==> src/rtl/button_pkg.sv <==
// button_pkg
// Shared definitions for the button front-end blocks (debouncer, event
// generator and later button logic).
//   button_state_t : event FSM encoding (IDLE=0, HELD=1, LONG=2)
//   STROBE_W       : width of every one-cycle event strobe
package button_pkg;

  typedef enum logic [1:0] {
    IDLE = 2'd0,
    HELD = 2'd1,
    LONG = 2'd2
  } button_state_t;

  localparam int STROBE_W = 1;

endpackage

==> src/rtl/cycle_timer.sv <==
// cycle_timer
// Up-counter used to time how long the button has been held. It is cleared
// synchronously, counts while enabled and stops at the terminal value.
// Ports:
//   clk      in  : system clock
//   rst      in  : synchronous active-low reset
//   clr      in  : synchronous clear to 0 (wins over en)
//   en       in  : count enable
//   terminal in  : terminal value, WIDTH bits
//   done     out : high while the count equals terminal
module cycle_timer #(
  parameter int WIDTH = 8
) (
  input  logic             clk,
  input  logic             rst,
  input  logic             clr,
  input  logic             en,
  input  logic [WIDTH-1:0] terminal,
  output logic             done
);

  logic [WIDTH-1:0] value;

  assign done = (value == terminal);

  // Holding at the terminal value keeps the count from ever running past it,
  // even if the controller leaves the enable high for an extra cycle.
  always_ff @(posedge clk) begin
    if (!rst) begin
      value <= '0;
    end else if (clr) begin
      value <= '0;
    end else if (en && !done) begin
      value <= value + WIDTH'(1);
    end
  end

endmodule

==> src/rtl/button_events.sv <==
// button_events
// Turns the debounced, active-low button level into one-cycle press, release,
// long-press and (optionally) auto-repeat strobes plus a wrapping press count.
// Optional feature macro: BUTTON_EVENTS_REPEAT_EN enables auto-repeat while
// the button stays held after a long press; otherwise rpt is tied to 0.
// Ports:
//   clk        in  : system clock
//   rst        in  : synchronous active-low reset
//   sig        in  : debounced button level, 0 = pressed
//   press      out : one-cycle strobe on each press
//   rel        out : one-cycle strobe on each release ("release" is a
//                    reserved word, hence the short name)
//   long_press out : one-cycle strobe once per hold of LONG_CLK_COUNT cycles
//   rpt        out : one-cycle auto-repeat strobe
//   count      out : running press count, COUNT_WIDTH bits, wraps
module button_events
  import button_pkg::*;
#(
  parameter int LONG_CLK_COUNT   = 12000000,
  parameter int REPEAT_CLK_COUNT = 2400000,
  parameter int COUNT_WIDTH      = 4
) (
  input  logic                   clk,
  input  logic                   rst,
  input  logic                   sig,
  output logic                   press,
  output logic                   rel,
  output logic                   long_press,
  output logic                   rpt,
  output logic [COUNT_WIDTH-1:0] count
);

  localparam int TIMER_MAX = (LONG_CLK_COUNT > REPEAT_CLK_COUNT) ?
                             LONG_CLK_COUNT : REPEAT_CLK_COUNT;
  localparam int TW = (TIMER_MAX > 1) ? $clog2(TIMER_MAX) : 1;
  localparam logic [TW-1:0] LONG_TERM = TW'(LONG_CLK_COUNT - 1);
`ifdef BUTTON_EVENTS_REPEAT_EN
  localparam logic [TW-1:0] REPEAT_TERM = TW'(REPEAT_CLK_COUNT - 1);
`endif

  button_state_t          state;
  button_state_t          state_n;
  logic                   prev_sig;
  logic                   press_n;
  logic                   rel_n;
  logic                   long_n;
  logic                   rpt_n;
  logic [COUNT_WIDTH-1:0] count_n;
  logic                   tmr_clr;
  logic                   tmr_en;
  logic [TW-1:0]          tmr_term;
  logic                   tmr_done;

  cycle_timer #(
    .WIDTH(TW)
  ) u_timer (
    .clk     (clk),
    .rst     (rst),
    .clr     (tmr_clr),
    .en      (tmr_en),
    .terminal(tmr_term),
    .done    (tmr_done)
  );

  // State, edge-detect history and all outputs are registered here so every
  // strobe appears in the cycle after the edge that sampled the change.
  always_ff @(posedge clk) begin
    if (!rst) begin
      state      <= IDLE;
      prev_sig   <= 1'b1;
      press      <= 1'b0;
      rel        <= 1'b0;
      long_press <= 1'b0;
      rpt        <= 1'b0;
      count      <= '0;
    end else begin
      state      <= state_n;
      prev_sig   <= sig;
      press      <= press_n;
      rel        <= rel_n;
      long_press <= long_n;
      rpt        <= rpt_n;
      count      <= count_n;
    end
  end

  // Next-state and strobe decode. Release is tested before timer expiry so a
  // release landing on the terminal cycle suppresses long_press/rpt.
  always_comb begin
    state_n  = state;
    press_n  = 1'b0;
    rel_n    = 1'b0;
    long_n   = 1'b0;
    rpt_n    = 1'b0;
    count_n  = count;
    tmr_clr  = 1'b0;
    tmr_en   = 1'b0;
    tmr_term = LONG_TERM;
    case (state)
      IDLE: begin
        // Timer parked at 0 so a new hold always starts from a clean count.
        tmr_clr = 1'b1;
        if (prev_sig && !sig) begin
          state_n = HELD;
          press_n = 1'b1;
          count_n = count + COUNT_WIDTH'(1);
        end
      end
      HELD: begin
        if (sig) begin
          rel_n   = 1'b1;
          state_n = IDLE;
        end else if (tmr_done) begin
          long_n  = 1'b1;
          tmr_clr = 1'b1;
          state_n = LONG;
        end else begin
          tmr_en = 1'b1;
        end
      end
      LONG: begin
`ifdef BUTTON_EVENTS_REPEAT_EN
        tmr_term = REPEAT_TERM;
        if (sig) begin
          rel_n   = 1'b1;
          state_n = IDLE;
        end else if (tmr_done) begin
          rpt_n   = 1'b1;
          count_n = count + COUNT_WIDTH'(1);
          tmr_clr = 1'b1;
        end else begin
          tmr_en = 1'b1;
        end
`else
        tmr_clr = 1'b1;
        if (sig) begin
          rel_n   = 1'b1;
          state_n = IDLE;
        end
`endif
      end
      default: begin
        state_n = IDLE;
      end
    endcase
  end

endmodule
==> config.mk <==
export PLATFORM = sky130hd
export DESIGN_NAME = button_events
export DESIGN_NICKNAME = d
export VERILOG_FILES = /design/src/rtl/button_pkg.sv /design/src/rtl/cycle_timer.sv /design/src/rtl/button_events.sv
export SDC_FILE = /design/constraint.sdc
export NUM_CORES = 1
export LEC_CHECK = 0
export CORE_ASPECT_RATIO = 0.8
export CORE_MARGIN = 2
export CORE_UTILIZATION = 35
export CTS_CLUSTER_SIZE = 12
export DETAILED_ROUTE_END_ITERATION = 8
export GPL_TIMING_DRIVEN = 0
export HOLD_SLACK_MARGIN = 0.15
export SLEW_MARGIN = 20
export SYNTH_ARGS = -nofsm -noshare
export SYNTH_HDL_FRONTEND = slang
export SYNTH_SLANG_ARGS = --single-unit
==> constraint.sdc <==
create_clock -name clk -period 1.8 [get_ports clk]
set_input_delay 0.36 -clock clk [delete_from_list [all_inputs] [get_ports clk]]
set_output_delay 0.36 -clock clk [all_outputs]
set_load 0.01 [all_outputs]
==> results.yml, run 1 <==
outcome:
  run_status: "finished, violations left"
  violations: "negative setup slack"
power:
  p_comb_frac: 0.154
  switching_share: 0.262
  power_mw: 1.63
  internal-power_mw: 1.20
  p_seq_frac: 0.483
  peakVddDrop_mv: 0.328
  power.density_nw_per_um2: 698
  power.leakage_nw: 0.810
  p_switching_uw: 426
  clockPowerShare: 0.364
cts:
  tritoncts: "yes"
  h-tree-depth: 2
  root_buffer: "clkbuf_8"
  clkSinkCount: 34
  clockBufferDepth: 2
  clk_pin_slew_ps: 70
  clk_latency_ps: 290
  cts_buffers: 5
sta:
  rsz0062_at_grt: "true"
  period_share: 1.02
  period_needed_ps: 1830
  max_freq_ghz: 0.546
  hold_violations: 0
  finalSetupViolCount: 19
  skew_ps: 6.10
  slew_violations: 0
  finalSetupTns_ps: -287
  fin_hold_ws_ps: 499
  setup_slack_ps: -31.5
floorplanning:
  dieHeight_um: 67.9
  dieArea_um2: 5700
  core_area_um2: 4980
  num_io_pins: 11
  start_util: 0.359
  num_rows: 23
  die_x_um: 83.9
global_route:
  grt_pass1_wl_um: 6530
  antenna_found_initial: 0
  grt_max_degree: 11
  grt.overflow.total: 0
  track_usage: 0.150
  grt_pass1_vias: 1385
worst_hold_path:
  holdPathStages: 2
  hold_end: "u_timer.value[23]$_SDFFE_PP0P_"
  hp-class: "reg -> reg"
  min_from: "u_timer.value[23]$_SDFFE_PP0P_"
critical_path:
  reg2reg_setup_slack_ps: -30
  reg2reg_from: "state[1]$_SDFFE_PN0P_"
  reg2reg_depth: 8
  rr_endpoint: "u_timer.value[13]$_SDFFE_PP0P_"
  crit_path_max_incr_delay_ps: 360
  cp_max_fo: 6
  critPathLaunchType: "register"
  crit_path_top_delay_cell: "a21boi_4"
  critical_path_class: "reg -> reg"
  critPathBufInv: 2
  arrival_ps: 2020
  path_delay_family: "compound AO/OA/AOI/OAI gates"
  crit_required_ps: 1980
  path_cells: "inv_2 > ha_4 > and3b_2 > nand2_4 > o311ai_4 > a21boi_4 > buf_6 > a21oi_2"
  crit_path_end_kind: "register"
finish:
  synthToLayoutAreaGrowth_pct: 30.5
  most-common-layout-cells: "dfxtp_1 (22), nor2_1 (18), xnor2_1 (12), nand2_1 (11), buf_4 (11)"
  nNetsFinal: 238
  n_antenna_cell: 0
  final_core_util: 0.468
  drive_above_1_share: 0.317
  stdcell_area_um2: 2330
  final_cells: 292
  layout_commonest_cell: "dfxtp_1"
yosys:
  synth_area_per_cell_um2: 8.98
  synthArstFlopShare: 0
  synth_nets: 208
  ys.flop_type: "dfxtp_1"
  yosysUniqueCellTypes: 48
  synth-seq-cells: 34
  synth_area_leaders: "dfxtp_1 (38%), nor2_1 (5.9%), xnor2_1 (5.9%)"
  ys_seq_area_frac: 0.381
  synth_warnings: 0
  synth.largest_area_cell: "dfxtp_1"
  synth_edf_count: 0
  synth_area_um2: 1790
  synthCells: 199
  synth.top_cell.area_share: 0.381
detailed_routing:
  wl_per_cell_um: 13.8
  vias_per_cell: 5.17
  ant_nets: 0
  totalWireLength_um: 4040
  first_iter_violations: 98
  vias: 1510
  drc: 0
  dr.pass1.iters: 4
placed_design:
  portBuffers: 9
  place_inst: 270
  post-dp-hpwl_um: 2560
  routabilityCongestion: 0.743
  preCtsSetupSlack_ps: -519
  placed_area_um2: 1950
run:
  drv_cap: 0
synth_stat cells (4+ instances only):
cell type	number
ha_1	6
buf_6	4
xor2_1	8
nand3_1	5
dfxtp_1	34
inv_1	8
nor3_1	4
and3_1	4
nand2_1	12
nor2_1	28
and4_1	5
nand4_1	7
o21ai_0	6
and2_1	5
xnor2_1	12
a21oi_1	8
power by group through the flow:
stage | Combinational [mW] | Sequential, mW | Clock (mW)
floorplan | 0.120 | 0.803 | 0
global placement | 0.179 | 0.801 | 0
detailed placement | 0.181 | 0.801 | 0
CTS | 0.216 | 0.785 | 0.609
global route | 0.270 | 0.788 | 0.648
finish | 0.250 | 0.785 | 0.591
worst register-to-register path, cell delays in order (launching register included):
cell      delay [ps]
dfxtp_2          340
inv_2             70
ha_4             140
and3b_2          240
nand2_4           80
o311ai_4         240
a21boi_4         360
buf_6            210
a21oi_2           40
state kept, by name, indices dropped and copies added (netlist names):
register,count
state,2
press,1
prev_sig,1
rel,1
long_press,1
count,4
u_timer.value,24
cell type report:
type	count	area, µm²
clock buffers	7	86.3
multi-input cells	150	1160
plain buffers	7	61.3
repair buffers	23	203
fillers	482	2650
clock inverters	1	5.00
well taps	62	77.6
flip-flops and latches	34	703
inverters	8	30.0
how the worst max path moves through the flow:
stage / cells past startpoint / slack (ps) / startpoint / endpoint
2_1_floorplan: 7 / 70 / u_timer.value[0]$_SDFFE_PP0P_ / u_timer.value[23]$_SDFFE_PP0P_
3_3_place_gp: 7 / -500 / sig / u_timer.value[23]$_SDFFE_PP0P_
3_5_place_dp: 7 / -520 / sig / u_timer.value[23]$_SDFFE_PP0P_
4_1_cts: 6 / 2 / u_timer.value[17]$_SDFFE_PP0P_ / u_timer.value[23]$_SDFFE_PP0P_
5_1_grt: 8 / -100 / state[1]$_SDFFE_PN0P_ / u_timer.value[13]$_SDFFE_PP0P_
6_report: 8 / -30 / state[1]$_SDFFE_PN0P_ / u_timer.value[13]$_SDFFE_PP0P_
metal layers:
| layer | wire length, µm | global-route usage | vias to the layer above |
|---|---|---|---|
| met5 | 0 | 0 | - |
| met4 | 96 | 0.0907 | 0 |
| met3 | 148 | 0.0374 | 8 |
| met2 | 1820 | 0.228 | 25 |
| met1 | 1980 | 0.193 | 714 |
| li1 | - | - | 763 |
timing repair:
action                     CTS  global route
hold buffers                 0             0
resized for setup           26            31
setup endpoints to repair   24            24
pin swaps                    4            17
buffers inserted             5             6
gates cloned                 2             1
kinds of logic (layout without fill, tap and decap cells):
| family | after synthesis | in the layout | synth area share |
|---|---|---|---|
| buffers and inverters | 15 | 46 | 0.0511 |
| flip-flops | 34 | 34 | 0.381 |
| other | 1 | 1 | 0.00210 |
| adder cells (fa/ha/maj) | 6 | 6 | 0.0420 |
| XOR/XNOR | 20 | 20 | 0.0980 |
| multiplexers | 2 | 2 | 0.0112 |
| AND/OR/NAND/NOR | 93 | 93 | 0.300 |
| AO/OA/AOI/OAI | 28 | 28 | 0.114 |
Note: power is estimated with default switching activity, not from simulation.
==> run 2: changes to the inputs <==
--- a/config.mk
+++ b/config.mk
@@ -5,6 +5,7 @@
 export SDC_FILE = /design/constraint.sdc
 export NUM_CORES = 1
 export LEC_CHECK = 0
+export ABC_CLOCK_PERIOD_IN_PS = 1800
 export CORE_ASPECT_RATIO = 0.8
 export CORE_MARGIN = 2
 export CORE_UTILIZATION = 35
==> results of run 2 <==
Final layout, timing and power as in run 1 (identical DEF).
==> run 3: changes to the inputs <==
--- a/config.mk
+++ b/config.mk
@@ -6,6 +6,7 @@
 export NUM_CORES = 1
 export LEC_CHECK = 0
 export ABC_CLOCK_PERIOD_IN_PS = 1800
+export CAP_MARGIN = 20
 export CORE_ASPECT_RATIO = 0.8
 export CORE_MARGIN = 2
 export CORE_UTILIZATION = 35
@@ -13,7 +14,6 @@
 export DETAILED_ROUTE_END_ITERATION = 8
 export GPL_TIMING_DRIVEN = 0
 export HOLD_SLACK_MARGIN = 0.15
-export SLEW_MARGIN = 20
 export SYNTH_ARGS = -nofsm -noshare
 export SYNTH_HDL_FRONTEND = slang
 export SYNTH_SLANG_ARGS = --single-unit
==> results of run 3 <==
Final layout, timing and power as in run 1 (identical DEF).
